## src/rtl/branch_resolve_queue.sv

```systemverilog
// In-order queue of fetched branch predictions awaiting resolution.
// Trains the predictor on each resolve and flushes on mispredict.
module branch_resolve_queue #(
  parameter int depth       = 4,
  parameter int pc_width    = 32,
  parameter int count_width = 16
) (
  input  logic                       clk,
  input  logic                       reset,
  input  logic                       pred,
  input  logic                       alloc_valid,
  input  logic [pc_width-1:0]        alloc_pc,
  output logic                       alloc_ready,
  input  logic                       resolve_valid,
  input  logic                       resolve_taken,
  input  logic [pc_width-1:0]        resolve_pc,
  output logic                       update,
  output logic                       taken,
  output logic                       mispredict,
  output logic [pc_width-1:0]        mispredict_pc,
  output logic [$clog2(depth):0]     occupancy,
  output logic [count_width-1:0]     pred_count,
  output logic [count_width-1:0]     mispred_count,
  output logic                       error
);

  localparam int aw = $clog2(depth);
  localparam int ow = aw + 1;
  localparam logic [ow-1:0] full_occ = ow'(depth);
  localparam logic [count_width-1:0] cmax = '1;

  typedef struct packed {
    logic [pc_width-1:0] pc;
    logic                pred;
  } entry_t;

  entry_t          mem [depth];
  entry_t          head;
  logic [aw-1:0]   wr_ptr;
  logic [aw-1:0]   rd_ptr;
  logic            alloc_fire;
  logic            resolve_fire;
  logic            miss;
  logic            pc_bad;
  logic            empty_res;

  assign alloc_ready  = (occupancy != full_occ);
  assign head         = mem[rd_ptr];
  assign alloc_fire   = alloc_valid & alloc_ready;
  assign resolve_fire = resolve_valid & (occupancy != '0);
  assign miss         = resolve_fire
                      & (resolve_taken != head.pred);
  assign pc_bad       = resolve_fire
                      & (resolve_pc != head.pc);
  assign empty_res    = resolve_valid & (occupancy == '0);

  // Entries need no reset; occupancy alone defines validity.
  always_ff @(posedge clk) begin
    if (alloc_fire) begin
      mem[wr_ptr] <= '{pc: alloc_pc, pred: pred};
    end
  end

  always_ff @(posedge clk) begin
    if (reset) begin
      wr_ptr        <= '0;
      rd_ptr        <= '0;
      occupancy     <= '0;
      update        <= 1'b0;
      taken         <= 1'b0;
      mispredict    <= 1'b0;
      mispredict_pc <= '0;
      pred_count    <= '0;
      mispred_count <= '0;
      error         <= 1'b0;
    end else begin
      update     <= resolve_fire;
      taken      <= resolve_fire & resolve_taken;
      mispredict <= miss;
      if (resolve_fire) begin
        mispredict_pc <= head.pc;
        rd_ptr        <= rd_ptr + 1'b1;
        if (pred_count != cmax) begin
          pred_count <= pred_count + 1'b1;
        end
      end
      if (miss && mispred_count != cmax) begin
        mispred_count <= mispred_count + 1'b1;
      end
      // A mispredict squashes every younger entry, including
      // an allocation arriving in the same cycle.
      if (miss) begin
        occupancy <= '0;
        wr_ptr    <= rd_ptr + 1'b1;
      end else begin
        if (alloc_fire) begin
          wr_ptr <= wr_ptr + 1'b1;
        end
        unique case (1'b1)
          alloc_fire & ~resolve_fire:
            occupancy <= occupancy + 1'b1;
          resolve_fire & ~alloc_fire:
            occupancy <= occupancy - 1'b1;
          default:
            occupancy <= occupancy;
        endcase
      end
      if (empty_res | pc_bad) begin
        error <= 1'b1;
      end
    end
  end

endmodule
```

## config.mk

```make
export PLATFORM = sky130hd
export DESIGN_NAME = branch_resolve_queue
export DESIGN_NICKNAME = d
export VERILOG_FILES = /design/src/rtl/branch_resolve_queue.sv
export SDC_FILE = /design/constraint.sdc
export NUM_CORES = 1
export LEC_CHECK = 0
export CORE_MARGIN = 2
export CORE_UTILIZATION = 57
export DETAILED_ROUTE_END_ITERATION = 6
export PLACE_DENSITY = 0.94
export SETUP_SLACK_MARGIN = 0.2
export SYNTH_ARGS = -nofsm -noshare
export SYNTH_HDL_FRONTEND = slang
export SYNTH_SLANG_ARGS = --single-unit
```

## constraint.sdc

```tcl
create_clock -name clk -period 4 [get_ports clk]
set_input_delay 0.6 -clock clk [delete_from_list [all_inputs] [get_ports clk]]
set_output_delay 0.6 -clock clk [all_outputs]
set_load 0.1 [all_outputs]
```

==> results.json, run 1 <==
{
  "synth_warnings": 0,
  "hp-class": "reg -> reg",
  "via_per_inst": 6.04,
  "clk_latency_ns": 0.51,
  "worstPathArrival_ns": 2.54,
  "async_flop_share_pct": 0,
  "finalNonFillerCells": 984,
  "netlist_area_um2": 8520,
  "ant_nets": 0,
  "setup_viol": 0,
  "die_h_um": 126,
  "seq_area_frac_synth_pct": 64.6,
  "cts_resized": 0,
  "fin_util_pct": 74.3,
  "cp_max_fo": 7,
  "synth.distinct_cells": 57,
  "synthCells": 634,
  "p_total_mw": 7.53,
  "status": "complete, no violations",
  "die_x_um": 126,
  "end_kind": "output port",
  "cts_tree": "yes",
  "rsz0062_at_grt": "no",
  "synth.avg_cell_area_um2": 13.4,
  "final_layout_size_suffix_gt1_share_pct": 9.14,
  "placed_cells": 943,
  "cts_max_path_buffers": 3,
  "timing.final.ws_setup_ns": 0.861,
  "place_congestion": 0.965,
  "dp_hpwl_mm": 13.1,
  "slew_viol_final": 0,
  "ys_ff_latch": 209,
  "rows": 44,
  "numCtsBuffers": 22,
  "grt.total_usage_pct": 25.6,
  "cts_root_buf": "clkbuf_16",
  "crit_type": "reg -> out",
  "drc": 0,
  "wl_per_cell_um": 20.7,
  "fin_crit_sh_pct": 78.5,
  "slew_headroom_pct": 33.1,
  "h-tree-depth": 1,
  "ys.flop_type": "edfxtp_1",
  "fin_crit_ns": 3.14,
  "worst_pin_slew_ns": 1.00,
  "skew_ns": 0.0150,
  "cts_hold_buf": 0,
  "drt-pass1-iter-count": 5,
  "syn_nets": 712,
  "cellLeakagePower_nw": 3.63,
  "grt_pass1_wl_mm": 32.0,
  "num-nets-final": 861,
  "drt_wl_total_mm": 20.3,
  "hold_violations": 0,
  "clock-sinks": 209,
  "synthTopCellsByCount": "132 x edfxtp_1, 83 x nand2_1, 77 x dfxtp_1, 46 x nor2_1, 33 x xor2_1",
  "setup-tns-final_ns": 0,
  "power.density_nw_per_um2": 695,
  "grt_pass1_vias": 6052,
  "max_cap_viol_count": 0,
  "clk_pin_slew_ns": 0.06,
  "yosys.area.top_type": "edfxtp_1",
  "initial_core_util_pct": 58.4,
  "synth-edff-count": 132,
  "die-area_um2": 15900,
  "area_growth_pct": 27.2,
  "cp-start-kind": "flip-flop",
  "grt_overflow": 0,
  "num_vias": 5948,
  "postCtsSetupBuffers": 0,
  "yosysMostFrequentCell": "edfxtp_1",
  "pre_cts_slack_ns": 0.997,
  "antenna_found_initial": 1,
  "boundaryPins": 142,
  "n_fill_cell": 852,
  "ys_top_cells_by_area": "edfxtp_1 47%, dfxtp_1 18%, mux4_2 4.8%",
  "drtIter0Drc": 628,
  "grt_max_degree": 50,
  "worstPathRequired_ns": 3.40,
  "core_area_um2": 14600,
  "port_buffers": 141,
  "fmax_mhz": 319,
  "max-vdd-ir-drop_uv": 471,
  "synth_top_cell_area_share_pct": 46.5
}
[through the flow]
stage / hold WS, ns / area, um^2
floorplan: 0.526 / 8520
global placement: 0.445 / 10100
detailed placement: 0.450 / 10100
CTS: 0.458 / 10800
global route: 0.488 / 10800
finish: 0.458 / 10800
[worst max-delay path, cell delays in order, from the launching register on]
cell	delay, ns
dfxtp_1	0.46
inv_1	0.12
nand3_1	0.25
clkdlybuf4s50_1	1.20
[final timing paths]
| path | startpoint | to | slack [ns] | depth (start not counted) |
|---|---|---|---|---|
| min reg2reg | mispredict_pc[29] | mispredict_pc[29] | 0.46 | 2 |
| min | mispredict_pc[29] | mispredict_pc[29] | 0.46 | 2 |
| max | occupancy[0] | alloc_ready | 0.86 | 3 |
| max reg2reg | flip-flop | mispred_count[15] | 1.17 | 6 |
[state kept, by name, summed over array words and instances, names as in the netlist, named ones only]
name           cells
update             1
mispredict         1
occupancy          3
pred_count        16
mispred_count     16
rd_ptr             2
taken              1
wr_ptr             2
mispredict_pc     32
error              1
mem              132
[routing by layer]
layer / vias to the layer above / global-route usage, % / routed length, um
li1: 2634 / - / -
met1: 2910 / 30.9 / 7490
met2: 330 / 44.7 / 10400
met3: 74 / 5.56 / 1560
met4: 0 / 11.0 / 896
met5: - / 0 / 0
[cell usage in the layout (no fill, tap or decap), drive strengths merged, types with 2 or more instances in the layout]
master | netlist | routed
a211oi | 2 | 2
a21oi | 32 | 32
a311oi | 3 | 3
a31oi | 6 | 6
and2 | 5 | 5
and3 | 9 | 9
and4 | 5 | 5
buf | 12 | 10
bufinv | 0 | 3
clkbuf | 13 | 27
clkdlybuf4s50 | 0 | 140
clkinv | 0 | 9
dfxtp | 77 | 77
edfxtp | 132 | 132
ha | 7 | 7
inv | 11 | 11
mux2i | 20 | 20
mux4 | 25 | 25
nand2 | 83 | 83
nand3 | 21 | 21
nand4 | 15 | 15
nor2 | 47 | 47
nor2b | 2 | 2
nor3 | 13 | 13
nor4 | 3 | 3
o21ai | 5 | 5
o21bai | 2 | 2
xnor2 | 30 | 30
xor2 | 33 | 33
[kinds of logic (layout without fill, tap and decap cells)]
| kind of cell | Yosys count | in the layout | synth area share (%) |
|---|---|---|---|
| AOI/OAI and AO/OA | 64 | 64 | 4.79 |
| xor gates and xnor gates | 63 | 63 | 6.57 |
| adders and majority gates | 8 | 8 | 1.26 |
| buffers and inverters | 36 | 201 | 2.04 |
| DFF | 209 | 209 | 64.6 |
| muxes | 46 | 46 | 9.40 |
| other | 0 | 1 | 0 |
| and+or+nand+nor | 208 | 208 | 11.3 |
[layout make-up]
class | instances | area, um^2 | area share, %
antenna | 1 | 2.50 | 0.0231
clock buffer | 27 | 579 | 5.34
clock inverter | 13 | 156 | 1.44
inverter | 11 | 41.3 | 0.381
multi-input combinational | 389 | 2850 | 26.3
sequential | 209 | 5510 | 50.8
tap | 184 | 230 | 2.12
timing repair buffer | 150 | 1470 | 13.6
[where the power goes]
| group | internal, mW | leakage, nW | switching [mW] |
|---|---|---|---|
| Combinational | 0.807 | 1.43 | 1.74 |
| Sequential | 2.68 | 1.84 | 0.253 |
| Clock | 1.23 | 0.362 | 0.817 |
No activity file was read; power rests on OpenSTA's default activity.
==> inputs of run 2 (changes only) <==
--- a/config.mk
+++ b/config.mk
@@ -6,9 +6,9 @@
 export NUM_CORES = 1
 export LEC_CHECK = 0
 export CORE_MARGIN = 2
-export CORE_UTILIZATION = 57
+export CORE_UTILIZATION = 53
 export DETAILED_ROUTE_END_ITERATION = 6
-export PLACE_DENSITY = 0.94
+export PLACE_DENSITY = 0.89
 export SETUP_SLACK_MARGIN = 0.2
 export SYNTH_ARGS = -nofsm -noshare
 export SYNTH_HDL_FRONTEND = slang
==> constraint.sdc (replaced) <==
create_clock -name clk -period 3.1 [get_ports clk]
set_input_delay 0.465 -clock clk [delete_from_list [all_inputs] [get_ports clk]]
set_output_delay 0.465 -clock clk [all_outputs]
set_load 0.1 [all_outputs]
==> run 2 against run 1 <==
Die area is 7.3% higher; worst hold slack worse by 0.088 ns; sequential share of layout area grew 0.40 points; critical path depth rose by 4; first-iteration DRC count fell by 29%; largest power group unchanged; clock power rose by 31%; critical path type is now reg -> reg; count of clock-buffer cells in the layout is 3 lower; sequential power increased by 26%; design area fell by 0.75%.
==> results.json, run 2 (synthesized netlist as in run 1, its figures left out) <==
{
  "status": "complete, no violations",
  "hp-class": "in -> reg",
  "setup-tns-final_ns": 0,
  "cpPeakStageDelay_ns": 0.64,
  "grt_pass1_vias": 5697,
  "final_layout_size_suffix_gt1_share_pct": 18.4,
  "wl_per_cell_um": 18.8,
  "ant_nets": 0,
  "clk_pin_slew_ns": 0.06,
  "p_total_mw": 9.71,
  "r2r-end": "error",
  "seqPwrFrac_pct": 38.3,
  "final_common_cell": "edfxtp_1",
  "reg2reg_depth": 7,
  "finalNonFillerCells": 1015,
  "top_register": "mem",
  "slew_viol_final": 0,
  "grt.total_usage_pct": 22.4,
  "whs_path_depth": 2,
  "fin_util_pct": 68.2,
  "final_cell_mix": "132 x edfxtp_1, 83 x nand2_1, 79 x buf_4",
  "reg2reg_slack_ns": 0.45,
  "cts_resized": 0,
  "setup_viol": 0,
  "max_cap_viol_count": 0,
  "drt_wl_total_mm": 19.1,
  "cp_max_fo": 22,
  "die_h_um": 131,
  "worst_hold_path.endpoint": "mispred_count[12]",
  "skew_ns": 0.00688,
  "drt-pass1-iter-count": 6,
  "max-vdd-ir-drop_uv": 521,
  "grt_pass1_wl_mm": 29.5,
  "cts_root_buf": "clkbuf_16",
  "postCtsSetupBuffers": 0,
  "die-area_um2": 17100,
  "top_regs": "mem x132, mispredict_pc x32",
  "core_area_um2": 15800,
  "clock-sinks": 209,
  "place_congestion": 0.877,
  "initial_core_util_pct": 54.0,
  "hp-start": "reset",
  "worst_pin_slew_ns": 0.917,
  "drtIter0Drc": 444,
  "drc": 0,
  "hold_violations": 0,
  "num_vias": 5712,
  "cellLeakagePower_nw": 3.78,
  "intPower_mw": 6.15,
  "rows": 46,
  "slew_headroom_pct": 38.8,
  "crit_top_cell": "nor4_1",
  "end_kind": "flip-flop",
  "fin_crit_ns": 2.65,
  "numCtsBuffers": 22,
  "cp_cell_sequence": "buf_12, mux4_1, xor2_1, nor4_1, nand2_1, nor4_1, a31oi_1",
  "fmax_mhz": 378,
  "cts_hold_buf": 0,
  "fin_crit_sh_pct": 85.4,
  "boundaryPins": 142,
  "multi_input_area_um2": 2870,
  "dp_hpwl_mm": 12.6,
  "power.density_nw_per_um2": 902,
  "worstPathArrival_ns": 2.99,
  "p_clk_share_pct": 27.7,
  "cp-start-kind": "flip-flop",
  "cts_tree": "yes",
  "h-tree-depth": 1,
  "cp_slowest_cell": "mux4_1",
  "area_growth_pct": 26.3,
  "via_per_inst": 5.63,
  "num-nets-final": 861,
  "grt_overflow": 0,
  "die_x_um": 131,
  "worstPathRequired_ns": 3.45,
  "power_frac_comb_pct": 34.0,
  "grt_max_degree": 55,
  "num_antenna_cells": 0,
  "n_fill_cell": 1079,
  "cts_max_path_buffers": 3,
  "clk_latency_ns": 0.49,
  "power.switching_mw": 3.56,
  "port_buffers": 141,
  "largest_reg_flops": 132,
  "crit_type": "reg -> reg",
  "regArea_um2": 5510,
  "antenna_found_initial": 0,
  "placed_cells": 975,
  "swShare_pct": 36.7,
  "rsz0062_at_grt": "no"
}
## run 2: cell types whose count changed in the layout (fill, tap and decap cells not counted), moves of 2 or more
cell	delta
clkdlybuf4s50_1	-72
buf_4	+70
clkinv_1	+7
and3_1	-4
and3_2	+4
clkbuf_1	-3
clkinv_2	-3
buf_12	+2
## run 2: worst max path at each step
stage,end,slack [ns],cells after the start
2_1_floorplan,occupancy[2],0.24,10
3_3_place_gp,occupancy[2],0.56,10
3_5_place_dp,occupancy[2],0.49,10
4_1_cts,error,0.47,7
5_1_grt,error,0.25,7
6_report,error,0.45,7
## run 2: cell type report
class / count / area share [%]
well taps: 216 / 2.51
clock buffers: 24 / 5.38
inverters: 11 / 0.384
flip-flops and latches: 209 / 51.2
repair buffers: 150 / 12.3
multi-input cells: 389 / 26.6
clock inverters: 16 / 1.62
## run 2: power groups by stage
stage               sequential [mW]  combinational, mW  clock, mW
floorplan                      4.75               1.47          0
global placement               3.74               3.24          0
detailed placement             3.77               3.29          0
CTS                            3.72               3.32       2.74
global route                   3.75               3.50       2.84
finish                         3.71               3.30       2.69
## run 2: metrics by stage
stage               hold WS (ns)  area [um^2]  setup WS [ns]
finish                     0.371        10800          0.452
global route               0.387        10800          0.250
CTS                        0.355        10800          0.469
detailed placement         0.445        10000          0.489
global placement           0.443        10000          0.558
floorplan                  0.526         8540          0.236
## run 2: critical path, delay by kind of cell (launching register included)
family                    cells  cell delay, ns
and+or+nand+nor               3            0.70
xor gates and xnor gates      1            0.18
buffers and inverters         1            0.27
AOI/OAI and AO/OA             1            0.13
muxes                         1            0.64
DFF                           1            0.58
## run 2: routing by layer
metal | global-route usage [%] | vias to the layer above | wire length (um)
li1 | - | 2639 | -
met1 | 30.7 | 2775 | 8040
met2 | 37.7 | 261 | 9270
met3 | 3.54 | 37 | 1290
met4 | 6.20 | 0 | 464
met5 | 0 | - | 0
==> inputs of run 3 (changes only) <==
--- a/config.mk
+++ b/config.mk
@@ -5,6 +5,7 @@
 export SDC_FILE = /design/constraint.sdc
 export NUM_CORES = 1
 export LEC_CHECK = 0
+export CAP_MARGIN = 0
 export CORE_MARGIN = 2
 export CORE_UTILIZATION = 53
 export DETAILED_ROUTE_END_ITERATION = 6
==> results of run 3 <==
The final DEF is identical to that of run 2; final timing and power are the same.
